## src/rtl/csi2tx_yuv4208b_p2b_pkr_if.sv

```systemverilog
// ---------------------------------------------------------------------------
// csi2tx_yuv4208b_p2b_pkr_if
//   Pixel-in / word-out stream bundle for the YUV420 8-bit pixel-to-byte
//   packer.
//
//   Pixel side : pixel_data (Y=[27:20], U=[17:10], V=[7:0]), pix_vld,
//                pix_last, pix_rdy
//   Word side  : dw (8*DW_BYTES, byte0 = first stream byte), dw_be, dw_vld,
//                dw_last, dw_rdy
//
//   modport master : environment view (pixel source + word sink)
//   modport slave  : packer view
// ---------------------------------------------------------------------------
interface csi2tx_yuv4208b_p2b_pkr_if #(
  parameter int DW_BYTES = 4
);
  logic [31:0]           pixel_data;
  logic                  pix_vld;
  logic                  pix_last;
  logic                  pix_rdy;

  logic [8*DW_BYTES-1:0] dw;
  logic [DW_BYTES-1:0]   dw_be;
  logic                  dw_vld;
  logic                  dw_last;
  logic                  dw_rdy;

  modport master (
    output pixel_data, pix_vld, pix_last, dw_rdy,
    input  pix_rdy, dw, dw_be, dw_vld, dw_last
  );

  modport slave (
    input  pixel_data, pix_vld, pix_last, dw_rdy,
    output pix_rdy, dw, dw_be, dw_vld, dw_last
  );
endinterface

```

## src/rtl/csi2tx_yuv4208b_p2b_pkr.sv

```systemverilog
// ---------------------------------------------------------------------------
// csi2tx_yuv4208b_p2b_pkr
//   YUV420 8-bit pixel-to-byte packer for the CSI-2 TX pixel path.
//   Odd lines carry Y only; even lines carry U Y V Y. Bytes are collected in
//   a 2*DW_BYTES accumulator and emitted as DW_BYTES-wide words; the tail of
//   a line goes out as a byte-enabled partial word flagged with dw_last.
//
//   Parameters : DW_BYTES (4 or 8) output word bytes, CNT_W line counter width
//   Ports      : clk, rst_n (async, active low)
//                conv_en    block enable (0 = no intake)
//                even_line  line type, latched on the first pixel of a line
//                line_abort synchronous clear of all line state
//                bus        pixel/word stream bundle (slave modport)
//                line_bytes bytes emitted in the last completed line
// ---------------------------------------------------------------------------
module csi2tx_yuv4208b_p2b_pkr #(
  parameter int DW_BYTES = 4,
  parameter int CNT_W    = 16
) (
  input  logic                        clk,
  input  logic                        rst_n,
  input  logic                        conv_en,
  input  logic                        even_line,
  input  logic                        line_abort,
  csi2tx_yuv4208b_p2b_pkr_if.slave    bus,
  output logic [CNT_W-1:0]            line_bytes
);

  localparam int ACC    = 2 * DW_BYTES;
  localparam int WORD_W = 8 * DW_BYTES;
  localparam int ACC_W  = 8 * ACC;
  localparam int FW     = $clog2(ACC + 1);

  localparam logic [FW-1:0] FILL_DW      = FW'(DW_BYTES);
  // Worst-case push is 3 bytes, so intake stops once that would overflow.
  localparam logic [FW-1:0] FILL_RDY_MAX = FW'(ACC - 3);

  typedef enum logic {ACTIVE, FLUSH} state_t;

  state_t              state_q;
  logic [ACC_W-1:0]    acc_q;
  logic [FW-1:0]       fill_q;
  logic                parity_q;
  logic                in_line_q;
  logic                mode_q;
  logic [CNT_W-1:0]    cnt_q;

  logic [WORD_W-1:0]   dw_q;
  logic [DW_BYTES-1:0] be_q;
  logic                vld_q;
  logic                last_q;

  logic                pix_acc;
  logic                line_even;
  logic [23:0]         push_vec;
  logic [FW-1:0]       push_n;
  logic                ld;
  logic                ld_last;
  logic                hs;
  logic [FW-1:0]       pop_n;
  logic [ACC_W-1:0]    acc_sh;
  logic [ACC_W-1:0]    acc_nx;
  logic [FW-1:0]       fill_sh;
  logic [FW-1:0]       fill_nx;
  logic [DW_BYTES-1:0] be_nx;
  logic [CNT_W:0]      cnt_sum;
  logic [CNT_W-1:0]    cnt_sat;

  // Padding bits of the pixel bus carry no data.
  logic                unused_pix;
  assign unused_pix = ^{bus.pixel_data[31:28], bus.pixel_data[19:18],
                        bus.pixel_data[9:8]};

  // Depends on registers and conv_en only; dw_rdy never reaches pix_rdy.
  assign bus.pix_rdy = conv_en && (state_q == ACTIVE) && (fill_q <= FILL_RDY_MAX);
  assign pix_acc     = bus.pix_vld && bus.pix_rdy;
  assign hs          = vld_q && bus.dw_rdy;

  // The line type is taken from the port only on the first pixel of a line.
  assign line_even   = in_line_q ? mode_q : even_line;

  // A word is released when a full word is buffered, or during FLUSH for
  // whatever remains; the output register must be free or draining.
  assign ld      = (!vld_q || bus.dw_rdy) &&
                   ((fill_q >= FILL_DW) || ((state_q == FLUSH) && (fill_q != '0)));
  assign ld_last = (state_q == FLUSH) && (fill_q <= FILL_DW);
  assign pop_n   = (fill_q >= FILL_DW) ? FILL_DW : fill_q;

  // Bytes at or above fill_q are always zero, so pushes can simply be OR-ed
  // in and a partial word comes out with its unused bytes already cleared.
  // NOTE: every always_comb output gets a default first so no path can leave
  // it unassigned and infer a latch.
  always_comb begin
    push_vec = {16'h0000, bus.pixel_data[27:20]};
    push_n   = FW'(1);
    if (line_even && !parity_q) begin
      push_vec = {bus.pixel_data[7:0], bus.pixel_data[27:20], bus.pixel_data[17:10]};
      push_n   = FW'(3);
    end

    acc_sh  = ld ? (acc_q >> WORD_W) : acc_q;
    fill_sh = ld ? (fill_q - pop_n) : fill_q;
    acc_nx  = acc_sh;
    fill_nx = fill_sh;
    if (pix_acc) begin
      acc_nx  = acc_sh | (ACC_W'(push_vec) << {fill_sh, 3'b000});
      fill_nx = fill_sh + push_n;
    end

    be_nx = '0;
    for (int j = 0; j < DW_BYTES; j++) begin
      be_nx[j] = (FW'(j) < fill_q);
    end

    cnt_sum = {1'b0, cnt_q} + (CNT_W+1)'($countones(be_q));
    cnt_sat = cnt_sum[CNT_W] ? '1 : cnt_sum[CNT_W-1:0];
  end

  // NOTE: sequential state uses non-blocking assignments only, so every
  // register samples the pre-edge values regardless of statement order.
  always_ff @(posedge clk or negedge rst_n) begin
    if (!rst_n) begin
      state_q    <= ACTIVE;
      // NOTE: the accumulator is reset, not left undefined like a RAM,
      // because the zero-above-fill invariant must hold from the first line.
      acc_q      <= '0;
      fill_q     <= '0;
      parity_q   <= 1'b0;
      in_line_q  <= 1'b0;
      mode_q     <= 1'b0;
      cnt_q      <= '0;
      dw_q       <= '0;
      be_q       <= '0;
      vld_q      <= 1'b0;
      last_q     <= 1'b0;
      line_bytes <= '0;
    end else if (line_abort) begin
      // Drops the line in flight, including a word waiting on dw_rdy.
      state_q    <= ACTIVE;
      acc_q      <= '0;
      fill_q     <= '0;
      parity_q   <= 1'b0;
      in_line_q  <= 1'b0;
      mode_q     <= 1'b0;
      cnt_q      <= '0;
      dw_q       <= '0;
      be_q       <= '0;
      vld_q      <= 1'b0;
      last_q     <= 1'b0;
    end else begin
      acc_q  <= acc_nx;
      fill_q <= fill_nx;

      if (pix_acc) begin
        if (!in_line_q) begin
          mode_q <= even_line;
        end
        if (bus.pix_last) begin
          parity_q  <= 1'b0;
          in_line_q <= 1'b0;
          state_q   <= FLUSH;
        end else begin
          parity_q  <= ~parity_q;
          in_line_q <= 1'b1;
        end
      end

      if (ld) begin
        dw_q   <= acc_q[WORD_W-1:0];
        be_q   <= be_nx;
        last_q <= ld_last;
        vld_q  <= 1'b1;
      end else if (hs) begin
        vld_q  <= 1'b0;
      end

      // The dw_last handshake only happens in FLUSH, where no pixel is
      // accepted, so it never competes with the pixel updates above.
      if (hs) begin
        if (last_q) begin
          line_bytes <= cnt_sat;
          cnt_q      <= '0;
          parity_q   <= 1'b0;
          state_q    <= ACTIVE;
        end else begin
          cnt_q      <= cnt_sat;
        end
      end
    end
  end

  assign bus.dw      = dw_q;
  assign bus.dw_be   = be_q;
  assign bus.dw_vld  = vld_q;
  assign bus.dw_last = last_q;

endmodule

```

## src/flat_wrapper.sv

```systemverilog
// flat-port wrapper written by rule: the top's interface ports become plain ports
module csi2tx_yuv4208b_p2b_pkr_flat 
#(
  parameter int DW_BYTES = 4,
  parameter int CNT_W    = 16
)
  (clk, rst_n, conv_en, even_line, line_abort, line_bytes, bus_pixel_data, bus_pix_vld, bus_pix_last, bus_dw_rdy, bus_pix_rdy, bus_dw, bus_dw_be, bus_dw_vld, bus_dw_last);
  csi2tx_yuv4208b_p2b_pkr_if #(.DW_BYTES(DW_BYTES)) bus_i ();
  input  logic clk;
  input  logic rst_n;
  input  logic conv_en;
  input  logic even_line;
  input  logic line_abort;
  output logic [CNT_W-1:0] line_bytes;
  input wire logic [$bits(bus_i.pixel_data)-1:0] bus_pixel_data;
  input wire logic [$bits(bus_i.pix_vld)-1:0] bus_pix_vld;
  input wire logic [$bits(bus_i.pix_last)-1:0] bus_pix_last;
  input wire logic [$bits(bus_i.dw_rdy)-1:0] bus_dw_rdy;
  output wire logic [$bits(bus_i.pix_rdy)-1:0] bus_pix_rdy;
  output wire logic [$bits(bus_i.dw)-1:0] bus_dw;
  output wire logic [$bits(bus_i.dw_be)-1:0] bus_dw_be;
  output wire logic [$bits(bus_i.dw_vld)-1:0] bus_dw_vld;
  output wire logic [$bits(bus_i.dw_last)-1:0] bus_dw_last;
  assign bus_i.pixel_data = bus_pixel_data;
  assign bus_i.pix_vld = bus_pix_vld;
  assign bus_i.pix_last = bus_pix_last;
  assign bus_i.dw_rdy = bus_dw_rdy;
  assign bus_pix_rdy = bus_i.pix_rdy;
  assign bus_dw = bus_i.dw;
  assign bus_dw_be = bus_i.dw_be;
  assign bus_dw_vld = bus_i.dw_vld;
  assign bus_dw_last = bus_i.dw_last;
  csi2tx_yuv4208b_p2b_pkr #(.DW_BYTES(DW_BYTES), .CNT_W(CNT_W)) u_core (.clk(clk), .rst_n(rst_n), .conv_en(conv_en), .even_line(even_line), .line_abort(line_abort), .bus(bus_i), .line_bytes(line_bytes));
endmodule
```

## config.mk

```make
export PLATFORM = sky130hd
export DESIGN_NAME = csi2tx_yuv4208b_p2b_pkr_flat
export DESIGN_NICKNAME = d
export VERILOG_FILES = /design/src/rtl/csi2tx_yuv4208b_p2b_pkr_if.sv /design/src/rtl/csi2tx_yuv4208b_p2b_pkr.sv /design/src/flat_wrapper.sv
export SDC_FILE = /design/constraint.sdc
export NUM_CORES = 1
export LEC_CHECK = 0
export CORE_MARGIN = 5
export CORE_UTILIZATION = 55
export DETAILED_ROUTE_END_ITERATION = 8
export PLACE_DENSITY = 0.85
export SETUP_SLACK_MARGIN = 0.5
export SLEW_MARGIN = 30
export SYNTH_ARGS = -nofsm -noshare
export SYNTH_HDL_FRONTEND = slang
export SYNTH_SLANG_ARGS = --single-unit
```

## constraint.sdc

```tcl
create_clock -name clk -period 3.66 [get_ports clk]
set_clock_uncertainty 0.2 [all_clocks]
set_input_delay 0.366 -clock clk [delete_from_list [all_inputs] [get_ports clk]]
set_output_delay 0.366 -clock clk [all_outputs]
set_load 0.05 [all_outputs]
```

==> flow_metrics.tcl <==
set metrics [dict create \
    slew_headroom 0.370 \
    async_reset_ff_frac 1.00 \
    rows 41 \
    cts_max_level 4 \
    ys.flop_type "dfrtp_1" \
    slew_viol_final 0 \
    netlist.area_leader.share 0.506 \
    grt_setup_unrepaired "true" \
    syn_nets 841 \
    die_w_um 123 \
    gr-usage-all-layers 0.251 \
    antenna_found_initial 0 \
    yosysMostFrequentCell "nand2_1" \
    clock.fmax_mhz 310 \
    synth_area_leaders "dfrtp_1, nand2_1, nor2_1" \
    synth.yosys.seq_area_share 0.506 \
    setup_ws_ns 0.438 \
    synthDistinctLibCells 60 \
    hold_viol 0 \
    wl_met3_um 1760 \
    cts_tree "built" \
    design.core.area_um2 12600 \
    grt_first_pass_wirelength_um 29900 \
    drive_gt1_frac 0.102 \
    synth_seq_cells 142 \
    power.density_nw_per_um2 492 \
    clk_latency_ns 0.42 \
    cts_buffers 17 \
    place_congestion 0.860 \
    pre_cts_ws_ns 0.445 \
    reg2reg_to "u_core.cnt_q[10]" \
    postSynthCellCount 790 \
    slowest_stage "dfrtp_2" \
    top_layer_used "met4" \
    critPathRequiredTime_ns 3.75 \
    via_count 6390 \
    die_h_um 123 \
    holdPathEnd "u_core.acc_q[0]" \
    synth_warnings 0 \
    route.met2.wl_um 9090 \
    routed_wl_um 19000 \
    gr-total-overflow 0 \
    cpPeakStageDelay_ns 0.42 \
    crit_chain "ha_1 -> inv_2 -> fa_1 -> inv_1 -> ha_2 -> a21o_1 -> nand4_1 -> nor4_2 -> and3_4 -> buf_4 -> a21oi_1 -> o21ai_0" \
    worst_pin_slew_ns 0.937 \
    peakVddDrop_v 0.000369 \
    post-route-min-period_ns 3.22 \
    ant_nets 0 \
    setup.worst_path.end_class "register" \
    maxCapViolCount 0 \
    ff2ff_setup_slack_ns 0.44 \
    wire_per_inst_um 18.0 \
    p_leak_nw 3.74 \
    port_buffers 86 \
    timing.rr.start "u_core.bus.dw_be[2]" \
    hold_path_depth 2 \
    syn-cell-area_um2 7020 \
    crit_path_max_fanout 7 \
    hp-class "input pin to register" \
    areaGrowthSynthToFinish_pct 25.9 \
    setup_violations 0 \
    period_share 0.880 \
    start_kind "register" \
    diodes 0 \
    yosys-top-cells-count "nand2_1, dfrtp_1, nor2_1" \
    worst_r2r_path_depth 12 \
    io_pins 95 \
    start_util 0.559 \
    outcome "finished clean" \
    drtPass1Iterations 6 \
    avgSynthCellArea_um2 8.89 \
    drt_iter0_markers 817 \
    drc_errors 0 \
    clock_sinks 142 \
    cts_root_buffer "clkbuf_16" \
    layout.nets 922 \
    via_per_inst 6.06 \
    min_from "line_abort" \
    synth_largest_area_cell "dfrtp_1" \
    place_hpwl_um 11900 \
    clkSlewWorstSetupHoldPaths_ns 0.06 \
    critPathKind "register to register" \
    clk_path_buf_depth 2 \
    tns_ns 0 \
    grt_pass1_vias 6008 \
    grt_max_degree 90 \
    dieArea_um2 15100 \
    wl_met1_um 7650 \
    synth-edff-count 0 \
    cp.arrival_ns 3.31 \
]
-- worst max-delay path: cells and delay by family, from the launching register on --
kind | cells | cell delay [ns]
DFF | 1 | 0.42
adders and majority gates | 3 | 0.82
buffers and inverters | 3 | 0.29
and+or+nand+nor | 3 | 0.82
AOI/OAI and AO/OA | 3 | 0.54
-- state kept, by name, summed over array words and instances, names as in the netlist --
name,count
u_core.cnt_q,16
u_core.parity_q,1
u_core.bus.dw_vld,1
u_core.in_line_q,1
u_core.mode_q,1
u_core.state_q,1
u_core.line_bytes,16
u_core.acc_q,64
u_core.bus.dw,32
u_core.bus.dw_be,4
u_core.fill_q,4
u_core.bus.dw_last,1
-- routing by layer --
layer	vias up	global-route usage
li1	2922	-
met1	3071	0.332
met2	344	0.396
met3	53	0.0682
met4	0	0.0962
met5	-	0
-- cell usage in the layout (no fill, tap or decap), drive strengths merged, types with 3 or more instances in the layout --
cell           instances
bufinv                 3
buf                   29
a31oi                 18
clkbuf                22
nor2                  92
o21ai                 61
clkdlybuf4s50         84
o32ai                 19
nand3                 10
dfrtp                142
nand2                169
o221ai                 3
a221o                  3
and3                   8
fa                     4
or4b                   3
mux2i                 17
a211oi                 7
clkinvlp               5
a2bb2oi                6
nand2b                 9
a21oi                 57
inv                   17
nand4                  5
a22o                   5
nor3                  20
a22oi                 13
or2                    3
ha                     7
xnor2                  7
o211ai                 6
-- area by class of cell --
cell class	count	area, µm²
clock buffer	21	470
clock inverter	10	138
fill	883	3720
inverter	17	66.3
multi-input combinational	578	3260
sequential	142	3560
tap	172	215
timing repair buffer	115	1140
-- logic make-up after synthesis --
| family | after synthesis | share of synthesized area |
|---|---|---|
| AO/OA/AOI/OAI | 207 | 0.189 |
| adder cells (fa/ha/maj) | 11 | 0.0239 |
| multiplexers | 17 | 0.0242 |
| other | 2 | 0.00107 |
| flip-flops | 142 | 0.506 |
| buffers and inverters | 70 | 0.0403 |
| XOR/XNOR | 8 | 0.00998 |
| AND/OR/NAND/NOR | 333 | 0.206 |
-- repair_timing --
item | in CTS | in global routing
gates cloned | 0 | 1
setup buffers | 1 | 13
hold endpoints to repair | 88 | 0
endpoints found under the setup margin | 16 | 39
pin swaps | 1 | 9
hold buffers | 1 | 0
resized for setup | 2 | 21
-- stage by stage --
stage,power [mW],hold WS (ns),cells,util,cell area (µm²)
detailed placement,2.56,0.269,1008,0.640,8040
CTS,4.33,0.0299,1041,0.690,8670
global placement,2.54,0.260,1008,0.640,8040
floorplan,2.28,-0.130,790,-,7030
finish,4.35,0.0406,1055,0.704,8850
global route,4.50,0.0644,1055,0.704,8850
-- how the worst max path moves through the flow --
stage,startpoint,end,slack (ns),depth (start not counted)
after floorplan,u_core.bus.dw_be[2],u_core.line_bytes[6],0.54,13
after global placement,u_core.bus.dw_be[3],u_core.line_bytes[15],0.47,12
after detailed placement,u_core.bus.dw_be[2],u_core.line_bytes[15],0.44,12
after CTS,u_core.fill_q[2],u_core.acc_q[10],0.53,9
after global routing,u_core.bus.dw_be[2],u_core.cnt_q[10],0.39,12
final,u_core.bus.dw_be[2],u_core.cnt_q[10],0.44,12
-- power breakdown --
part / total, mW / switching, mW / internal [mW]
Sequential: 1.73 / 0.0738 / 1.66
Clock: 1.77 / 0.648 / 1.12
Combinational: 0.854 / 0.571 / 0.283
(Power assumes the default switching activity.)
